<file path="src/rtl/hazard_control_mc.sv">
// Pipeline hazard controller: load-use stalls, multi-cycle MUL/DIV occupancy,
// memory-wait freeze, exception flush and a saturating stall-cycle counter.
`timescale 1ns/1ps
module hazard_control_mc #(
    parameter int unsigned ADDR_W     = 5,
    parameter int unsigned MULDIV_LAT = 4,
    parameter int unsigned CNT_W      = 32
) (
    input  logic              clk,
    input  logic              rst,
    input  logic              read_mem_ex,
    input  logic [ADDR_W-1:0] target_ex,
    input  logic              re_1_id,
    input  logic              re_2_id,
    input  logic [ADDR_W-1:0] raddr_1_id,
    input  logic [ADDR_W-1:0] raddr_2_id,
    input  logic              muldiv_start_ex,
    input  logic              mem_busy,
    input  logic              flush,
    output logic              hold_if,
    output logic              hold_if_id,
    output logic              hold_id_ex,
    output logic              hold_ex_mem,
    output logic              zeros_if_id,
    output logic              zeros_id_ex,
    output logic              zeros_ex_mem,
    output logic              zeros_mem_wb,
    output logic [CNT_W-1:0]  stall_count,
    output logic              muldiv_busy
);

    localparam int unsigned CW     = $clog2(MULDIV_LAT) + 1;
    localparam bit          USE_MD = (MULDIV_LAT > 1);
    // Guarded so MULDIV_LAT=1 never evaluates a negative reload value.
    localparam logic [CW-1:0] CNT_INIT = USE_MD ? CW'(MULDIV_LAT - 2) : '0;

    localparam logic [0:0] IDLE = 1'b0;
    localparam logic [0:0] BUSY = 1'b1;

    logic [0:0]       state_q, state_d;
    logic [CW-1:0]    cnt_q, cnt_d;
    logic [CNT_W-1:0] stall_count_q, stall_count_d;

    logic md_stall;
    logic ld_window;
    logic load_use;

    assign md_stall  = ((state_q == IDLE) && muldiv_start_ex && USE_MD) ||
                       ((state_q == BUSY) && (cnt_q != '0));
    assign ld_window = (state_q == IDLE) || (cnt_q == '0);
    assign load_use  = read_mem_ex && (target_ex != '0) &&
                       ((re_1_id && (raddr_1_id == target_ex)) ||
                        (re_2_id && (raddr_2_id == target_ex)));

    always_comb begin
        hold_if      = 1'b0;
        hold_if_id   = 1'b0;
        hold_id_ex   = 1'b0;
        hold_ex_mem  = 1'b0;
        zeros_if_id  = 1'b0;
        zeros_id_ex  = 1'b0;
        zeros_ex_mem = 1'b0;
        zeros_mem_wb = 1'b0;
        state_d      = state_q;
        cnt_d        = cnt_q;
        if (rst) begin
            state_d = IDLE;
            cnt_d   = '0;
        end else if (flush) begin
            zeros_if_id  = 1'b1;
            zeros_id_ex  = 1'b1;
            zeros_ex_mem = 1'b1;
            state_d      = IDLE;
            cnt_d        = '0;
        end else if (mem_busy) begin
            hold_if      = 1'b1;
            hold_if_id   = 1'b1;
            hold_id_ex   = 1'b1;
            hold_ex_mem  = 1'b1;
            zeros_mem_wb = 1'b1;
        end else begin
            if (md_stall) begin
                hold_if      = 1'b1;
                hold_if_id   = 1'b1;
                hold_id_ex   = 1'b1;
                zeros_ex_mem = 1'b1;
            end else if (ld_window && load_use) begin
                hold_if     = 1'b1;
                hold_if_id  = 1'b1;
                zeros_id_ex = 1'b1;
            end
            case (state_q)
                IDLE: begin
                    if (muldiv_start_ex && USE_MD) begin
                        state_d = BUSY;
                        cnt_d   = CNT_INIT;
                    end
                end
                default: begin
                    if (cnt_q != '0) begin
                        cnt_d = cnt_q - CW'(1);
                    end else begin
                        state_d = IDLE;
                    end
                end
            endcase
        end
    end

    always_comb begin
        stall_count_d = stall_count_q;
        if (hold_if && (stall_count_q != '1)) begin
            stall_count_d = stall_count_q + CNT_W'(1);
        end
    end

    always_ff @(posedge clk or posedge rst) begin
        if (rst) begin
            state_q       <= IDLE;
            cnt_q         <= '0;
            stall_count_q <= '0;
        end else begin
            state_q       <= state_d;
            cnt_q         <= cnt_d;
            stall_count_q <= stall_count_d;
        end
    end

    assign stall_count = stall_count_q;
    assign muldiv_busy = (state_q == BUSY);

endmodule
</file>
<file path="config.mk">
export PLATFORM = sky130hd
export DESIGN_NAME = hazard_control_mc
export DESIGN_NICKNAME = d
export VERILOG_FILES = /design/src/rtl/hazard_control_mc.sv
export SDC_FILE = /design/constraint.sdc
export NUM_CORES = 1
export LEC_CHECK = 0
export ABC_CLOCK_PERIOD_IN_PS = 1950
export CAP_MARGIN = 0
export CORE_MARGIN = 2
export CORE_UTILIZATION = 30
export DETAILED_ROUTE_END_ITERATION = 10
export MAX_ROUTING_LAYER = met4
export PLACE_DENSITY = 0.57
export SYNTH_ARGS = -nofsm -noshare
export SYNTH_HDL_FRONTEND = slang
export SYNTH_SLANG_ARGS = --single-unit
</file>
<file path="constraint.sdc">
create_clock -name clk -period 1.95 [get_ports clk]
set_input_delay 0.2925 -clock clk [delete_from_list [all_inputs] [get_ports clk]]
set_output_delay 0.2925 -clock clk [all_outputs]
set_load 0.01 [all_outputs]
</file>
==> results.sh, run 1 <==
export IMPL_status="finished, violations left"
export IMPL_failed_checks="setup timing"
export IMPL_die_width_um=85.2
export IMPL_antenna_found_initial=0
export IMPL_final_cells=400
export IMPL_avgSynthCellArea_um2=10.5
export IMPL_synth_fa_ha_area_frac=0.0190
export IMPL_ant_nets=0
export IMPL_htree_levels=2
export IMPL_grt_max_degree=37
export IMPL_first_global_vias=1847
export IMPL_path_cells="inv_2, ha_4, nand2b_4, nand2_4, o311a_1, buf_6, buf_6, a31oi_4, inv_2, buf_6"
export IMPL_path_common_cell="buf_6"
export IMPL_skew_ns=0.00532
export IMPL_cts_sinks=36
export IMPL_n_antenna_cell=0
export IMPL_synth_simple_area_share=0.238
export IMPL_path_class="reg2out"
export IMPL_n_fill_cell=566
export IMPL_gp_congestion=0.729
export IMPL_cap_violations=0
export IMPL_fp_row_count=29
export IMPL_cts_buffer_depth=2
export IMPL_synth_xor_area_share=0.194
export IMPL_grt_pass1_wl_mm=8.58
export IMPL_via_count=1839
export IMPL_seq_area_frac_synth=0.455
export IMPL_wl_per_cell_um=12.9
export IMPL_dpl_hpwl_mm=3.73
export IMPL_worst_pin_slew_ns=0.480
export IMPL_clk_pin_slew_ns=0.08
export IMPL_core_area_um2=6350
export IMPL_synth_nets=215
export IMPL_first_pass_iters=3
export IMPL_place_ws_ns=-0.600
export IMPL_synth_ff_type="dfrtp_1"
export IMPL_crit_arrival_ns=1.74
export IMPL_hold_class="reg2reg"
export IMPL_syn2layout_area_growth_pct=77.3
export IMPL_drtIter0Drc=62
export IMPL_start_kind="flip-flop"
export IMPL_total_leakage_power_nw=1.55
export IMPL_drv_slew=0
export IMPL_drt_wl_total_mm=5.16
export IMPL_synth_area_leaders="dfrtp_1 (46%), xnor2_1 (17%), nand3_1 (4.0%)"
export IMPL_io_pin_count=64
export IMPL_r2r_slack_ns=-0.08
export IMPL_synthMuxAreaShare=0.00569
export IMPL_yosys_cell_types_count=37
export IMPL_drc=0
export IMPL_cpPeakStageDelay_ns=0.37
export IMPL_worst_path_max_fanout=3
export IMPL_synth_edff_count=0
export IMPL_slowest_stage="dfrtp_1"
export IMPL_routed_via_density=4.60
export IMPL_min_period_ns=2.03
export IMPL_timing_slew_headroom=0.680
export IMPL_synthCells=189
export IMPL_grt_usage=0.151
export IMPL_fmaxAchievable_ghz=0.492
export IMPL_die_h_um=85.2
export IMPL_hold_slack_ns=0.505
export IMPL_grt_setup_unrepaired="yes"
export IMPL_power_density_nw_per_um2=681
export IMPL_netlist_area_leader_share=0.455
export IMPL_drive_above_1_share=0.381
export IMPL_tns_ns=-1.09
export IMPL_io_buffers=63
export IMPL_root_buffer="clkbuf_8"
export IMPL_required_ns=1.66
export IMPL_yosysWarnings=0
export IMPL_vdd_drop_max_uv=364
export IMPL_synth_top_area_cell="dfrtp_1"
export IMPL_setup_slack_ns=-0.0814
export IMPL_timing_final_crit_share=1.04
export IMPL_setup_viol=27
export IMPL_die_area_um2=7260
export IMPL_numCtsBuffers=5
export IMPL_synth_area_um2=1980
export IMPL_ys_seq_elements=36
export IMPL_synth_top_family_by_area="simple AND/OR/NAND/NOR gates"
export IMPL_cts_tree="built"
export IMPL_nets=348
export IMPL_initial_utilization=0.312
export IMPL_critPathCaptureType="output pin"
export IMPL_overflow=0
export IMPL_synth_compound_area_share=0.0519
export IMPL_synthArstFlopShare=1.00
export IMPL_final_hold_violation_count=0
export IMPL_clk_insertion_delay_late_ns=0.29
export IMPL_placedCellCount=378
-- layout make-up --
cell class | instances | area (µm²) | share of cell area
Clock inverter | 3 | 90.1 | 0.0257
Timing Repair Buffer | 132 | 1160 | 0.331
Clock buffer | 5 | 68.8 | 0.0196
Inverter | 5 | 18.8 | 0.00535
Multi-Input combinational cell | 142 | 1170 | 0.334
Sequential cell | 36 | 901 | 0.257
Tap cell | 77 | 96.3 | 0.0275
-- flip-flops by register name, summed over array words and instances (netlist names) --
register / cells
stall_count: 32
muldiv_busy: 1
cnt_q: 3
-- per-layer routing --
metal,vias up,wire length [µm],GRT usage
met5,-,0,-
met4,0,105,0.0491
met3,8,168,0.0311
met2,37,2630,0.239
met1,872,2260,0.195
li1,922,-,-
-- path summary, 6_finish.rpt --
path	endpoint	start	cells past startpoint
max	hold_if_id	cnt_q[0]	10
min	stall_count[31]	stall_count[31]	1
max reg2reg	stall_count[5]	cnt_q[0]	13
min reg2reg	stall_count[31]	stall_count[31]	1
max in group asynchronous	stall_count[21]	rst	4
min in group asynchronous	stall_count[1]	rst	4
-- through the flow --
step / utilization / total power [mW] / cell area [µm²]
CTS: 0.533 / 2.39 / 3380
floorplan: - / 1.07 / 1990
global placement: 0.486 / 1.42 / 3090
global route: 0.552 / 2.50 / 3510
finish: 0.552 / 2.39 / 3510
detailed placement: 0.486 / 1.43 / 3090
-- cell usage after synthesis, types with 2 or more instances --
cell type	instances
nand3_1	16
xnor2_1	38
xor2_1	4
and4_1	5
buf_4	4
and2_1	4
nand2_1	15
nor2_1	11
nor3_1	4
or3_1	2
inv_1	5
and3_1	6
dfrtp_1	36
nand2b_1	2
nor2b_1	3
buf_6	2
ha_1	3
nand4_1	10
-- what timing repair did --
| item | 4_1_cts | 5_1_grt |
|---|---|---|
| endpoints found under the setup margin | 35 | 35 |
| setup buffers | 7 | 7 |
| pin swaps | 24 | 19 |
| hold buffers | 0 | 0 |
| cloned | 1 | 0 |
| gates resized for setup | 57 | 21 |
-- power breakdown --
part	total [mW]	internal [mW]	switching (mW)
registers	0.841	0.803	0.0381
logic	0.629	0.368	0.261
clock network	0.919	0.640	0.280
-- cells in the final DEF (no fill, tap or decap), drive strengths merged --
cell and instances:
and3 7, a21oi 1, o22ai 1, nor3 5, mux2 1, and2 4
nand3 17, ha 3, a211oi 2, a31oi 2, a211o 1, or2 1
nor2b 3, and4 6, o311a 1, nor2 12, clkdlybuf4s15 1, nand4 10
bufinv 3, o21ai 1, nand2 15, xnor2 38, a311oi 1, clkdlybuf4s50 51
inv 5, xor2 5, clkbuf 5, buf 76, dlygate4sd2 4, a21boi 1
or3 2, nand2b 2, dfrtp 36
-- logic make-up (layout without fill, tap and decap cells) --
family	Yosys count	after routing
AO/OA/AOI/OAI	11	11
XOR/XNOR	43	43
adder cells (fa/ha/maj)	3	3
buffers and inverters	11	145
flip-flops	36	36
multiplexers	1	1
AND/OR/NAND/NOR	84	84
-- worst max-delay path, delay by kind of cell (launching register included) --
family / cells / cell delay [ns]
adder cells (fa/ha/maj): 1 / 0.16
flip-flops: 1 / 0.37
AND/OR/NAND/NOR: 2 / 0.14
AO/OA/AOI/OAI: 2 / 0.27
buffers and inverters: 5 / 0.50
(Power assumes the default switching activity.)
==> run 2: changes to the inputs <==
--- a/config.mk
+++ b/config.mk
@@ -5,13 +5,13 @@
 export SDC_FILE = /design/constraint.sdc
 export NUM_CORES = 1
 export LEC_CHECK = 0
-export ABC_CLOCK_PERIOD_IN_PS = 1950
 export CAP_MARGIN = 0
 export CORE_MARGIN = 2
 export CORE_UTILIZATION = 30
 export DETAILED_ROUTE_END_ITERATION = 10
 export MAX_ROUTING_LAYER = met4
-export PLACE_DENSITY = 0.57
+export PLACE_DENSITY = 0.7
+export SKIP_CTS_REPAIR_TIMING = 1
 export SYNTH_ARGS = -nofsm -noshare
 export SYNTH_HDL_FRONTEND = slang
 export SYNTH_SLANG_ARGS = --single-unit
==> run 2 against run 1 <==
  * The flow still finishes with violations (setup timing)
  * Sequential share of layout area is 0.14 points lower
  * Register-to-register slack hardly changed
  * Design area is 0.54% higher
  * Die area is the same
  * Global-route usage shrank 1.5 points
  * Count of clock-buffer cells in the layout increased by 1
  * Sequential power about the same
==> results.sh, run 2 (synthesis gave the netlist of run 1 again) <==
export IMPL_drt_wl_total_mm=5.13
export IMPL_hold_slack_ns=0.493
export IMPL_io_pin_count=64
export IMPL_largest_reg_flops=32
export IMPL_syn2layout_area_growth_pct=78.2
export IMPL_wl_per_cell_um=13.2
export IMPL_io_buffers=63
export IMPL_power_density_nw_per_um2=583
export IMPL_overflow=0
export IMPL_htree_levels=2
export IMPL_setup_viol=23
export IMPL_hp_start="stall_count[24]"
export IMPL_vdd_drop_max_uv=269
export IMPL_total_leakage_power_nw=1.69
export IMPL_path_delay_family="buffers and inverters"
export IMPL_die_width_um=85.2
export IMPL_drtIter0Drc=51
export IMPL_grt_pass1_wl_mm=7.66
export IMPL_timing_final_crit_share=1.07
export IMPL_fmaxAchievable_ghz=0.481
export IMPL_via_count=1822
export IMPL_fp_row_count=29
export IMPL_cpPeakStageDelay_ns=0.39
export IMPL_nets=338
export IMPL_setup_slack_ns=-0.128
export IMPL_cts_sinks=36
export IMPL_n_antenna_cell=0
export IMPL_final_hold_violation_count=0
export IMPL_timing_rr_start="cnt_q[1]"
export IMPL_first_pass_iters=4
export IMPL_drc=0
export IMPL_skew_ns=0.00846
export IMPL_n_fill_cell=544
export IMPL_min_period_ns=2.08
export IMPL_antenna_found_initial=0
export IMPL_path_cells="inv_2, ha_4, nand2b_4, a211oi_4, buf_4, a31oi_1, nor2_1, clkbuf_2"
export IMPL_initial_utilization=0.312
export IMPL_worstSetupStartpoint="cnt_q[1]"
export IMPL_failed_checks="setup timing"
export IMPL_numCtsBuffers=5
export IMPL_final_common_cell="buf_4"
export IMPL_worst_path_max_fanout=3
export IMPL_worst_pin_slew_ns=0.460
export IMPL_crit_buf_inv=3
export IMPL_postLayoutCellArea_um2=3530
export IMPL_grt_max_degree=37
export IMPL_critPathCaptureType="output pin"
export IMPL_hold_class="reg2reg"
export IMPL_clk_pin_slew_ns=0.07
export IMPL_timing_slew_headroom=0.693
export IMPL_cts_buffer_depth=2
export IMPL_required_ns=1.66
export IMPL_slowest_stage="dfrtp_1"
export IMPL_grt_setup_unrepaired="yes"
export IMPL_crit_arrival_ns=1.79
export IMPL_ant_nets=0
export IMPL_core_area_um2=6350
export IMPL_dpl_hpwl_mm=3.72
export IMPL_cap_violations=0
export IMPL_drive_above_1_share=0.390
export IMPL_cts_tree="built"
export IMPL_place_area_um2=3080
export IMPL_die_h_um=85.2
export IMPL_first_global_vias=1704
export IMPL_path_class="reg2out"
export IMPL_status="finished, violations left"
export IMPL_finalPower_mw=2.05
export IMPL_gp_congestion=0.817
export IMPL_drv_slew=0
export IMPL_grt_usage=0.137
export IMPL_clk_insertion_delay_late_ns=0.29
export IMPL_routed_via_density=4.67
export IMPL_start_kind="flip-flop"
export IMPL_final_cell_mix="buf_4 (48), clkdlybuf4s50_1 (42), dfrtp_1 (36)"
export IMPL_die_area_um2=7260
export IMPL_root_buffer="clkbuf_8"
-- run 2: final timing paths --
| kind | to | slack [ns] | cells after the start |
|---|---|---|---|
| max in group asynchronous | stall_count[23] | 1.05 | 4 |
| max | zeros_id_ex | -0.13 | 8 |
| min reg2reg | stall_count[24] | 0.49 | 1 |
| min | stall_count[24] | 0.49 | 1 |
| max reg2reg | stall_count[5] | -0.08 | 12 |
| min in group asynchronous | stall_count[0] | 0.58 | 4 |
-- run 2: power breakdown --
part / total (mW) / internal (mW) / switching [mW]
sequential: 0.838 / 0.803 / 0.0354
clock: 0.556 / 0.282 / 0.274
combinational: 0.660 / 0.383 / 0.277
-- run 2: per-layer routing --
| layer | routed length (µm) | track usage |
|---|---|---|
| met4 | 76 | 0.0519 |
| met1 | 2200 | 0.173 |
| met3 | 149 | 0.0233 |
| met5 | 0 | - |
| met2 | 2710 | 0.218 |
-- run 2: metrics by stage --
step | utilization | setup TNS (ns) | std cells | worst slack, ns
finish | 0.555 | -1.29 | 390 | -0.128
floorplan | - | -0.00885 | 189 | -0.00885
global placement | 0.484 | -16.47 | 375 | -0.633
detailed placement | 0.484 | -17.48 | 375 | -0.662
CTS | 0.499 | -9.90 | 383 | -0.668
global route | 0.555 | -4.36 | 390 | -0.233
-- run 2: final cells by class --
| cell class | count | area (µm²) | area share |
|---|---|---|---|
| Clock buffer | 6 | 82.6 | 0.0234 |
| Inverter | 5 | 18.8 | 0.00532 |
| Timing Repair Buffer | 122 | 1160 | 0.330 |
| Multi-Input combinational cell | 142 | 1250 | 0.356 |
| Clock inverter | 2 | 10.0 | 0.00284 |
| Tap cell | 77 | 96.3 | 0.0273 |
| Sequential cell | 36 | 901 | 0.256 |
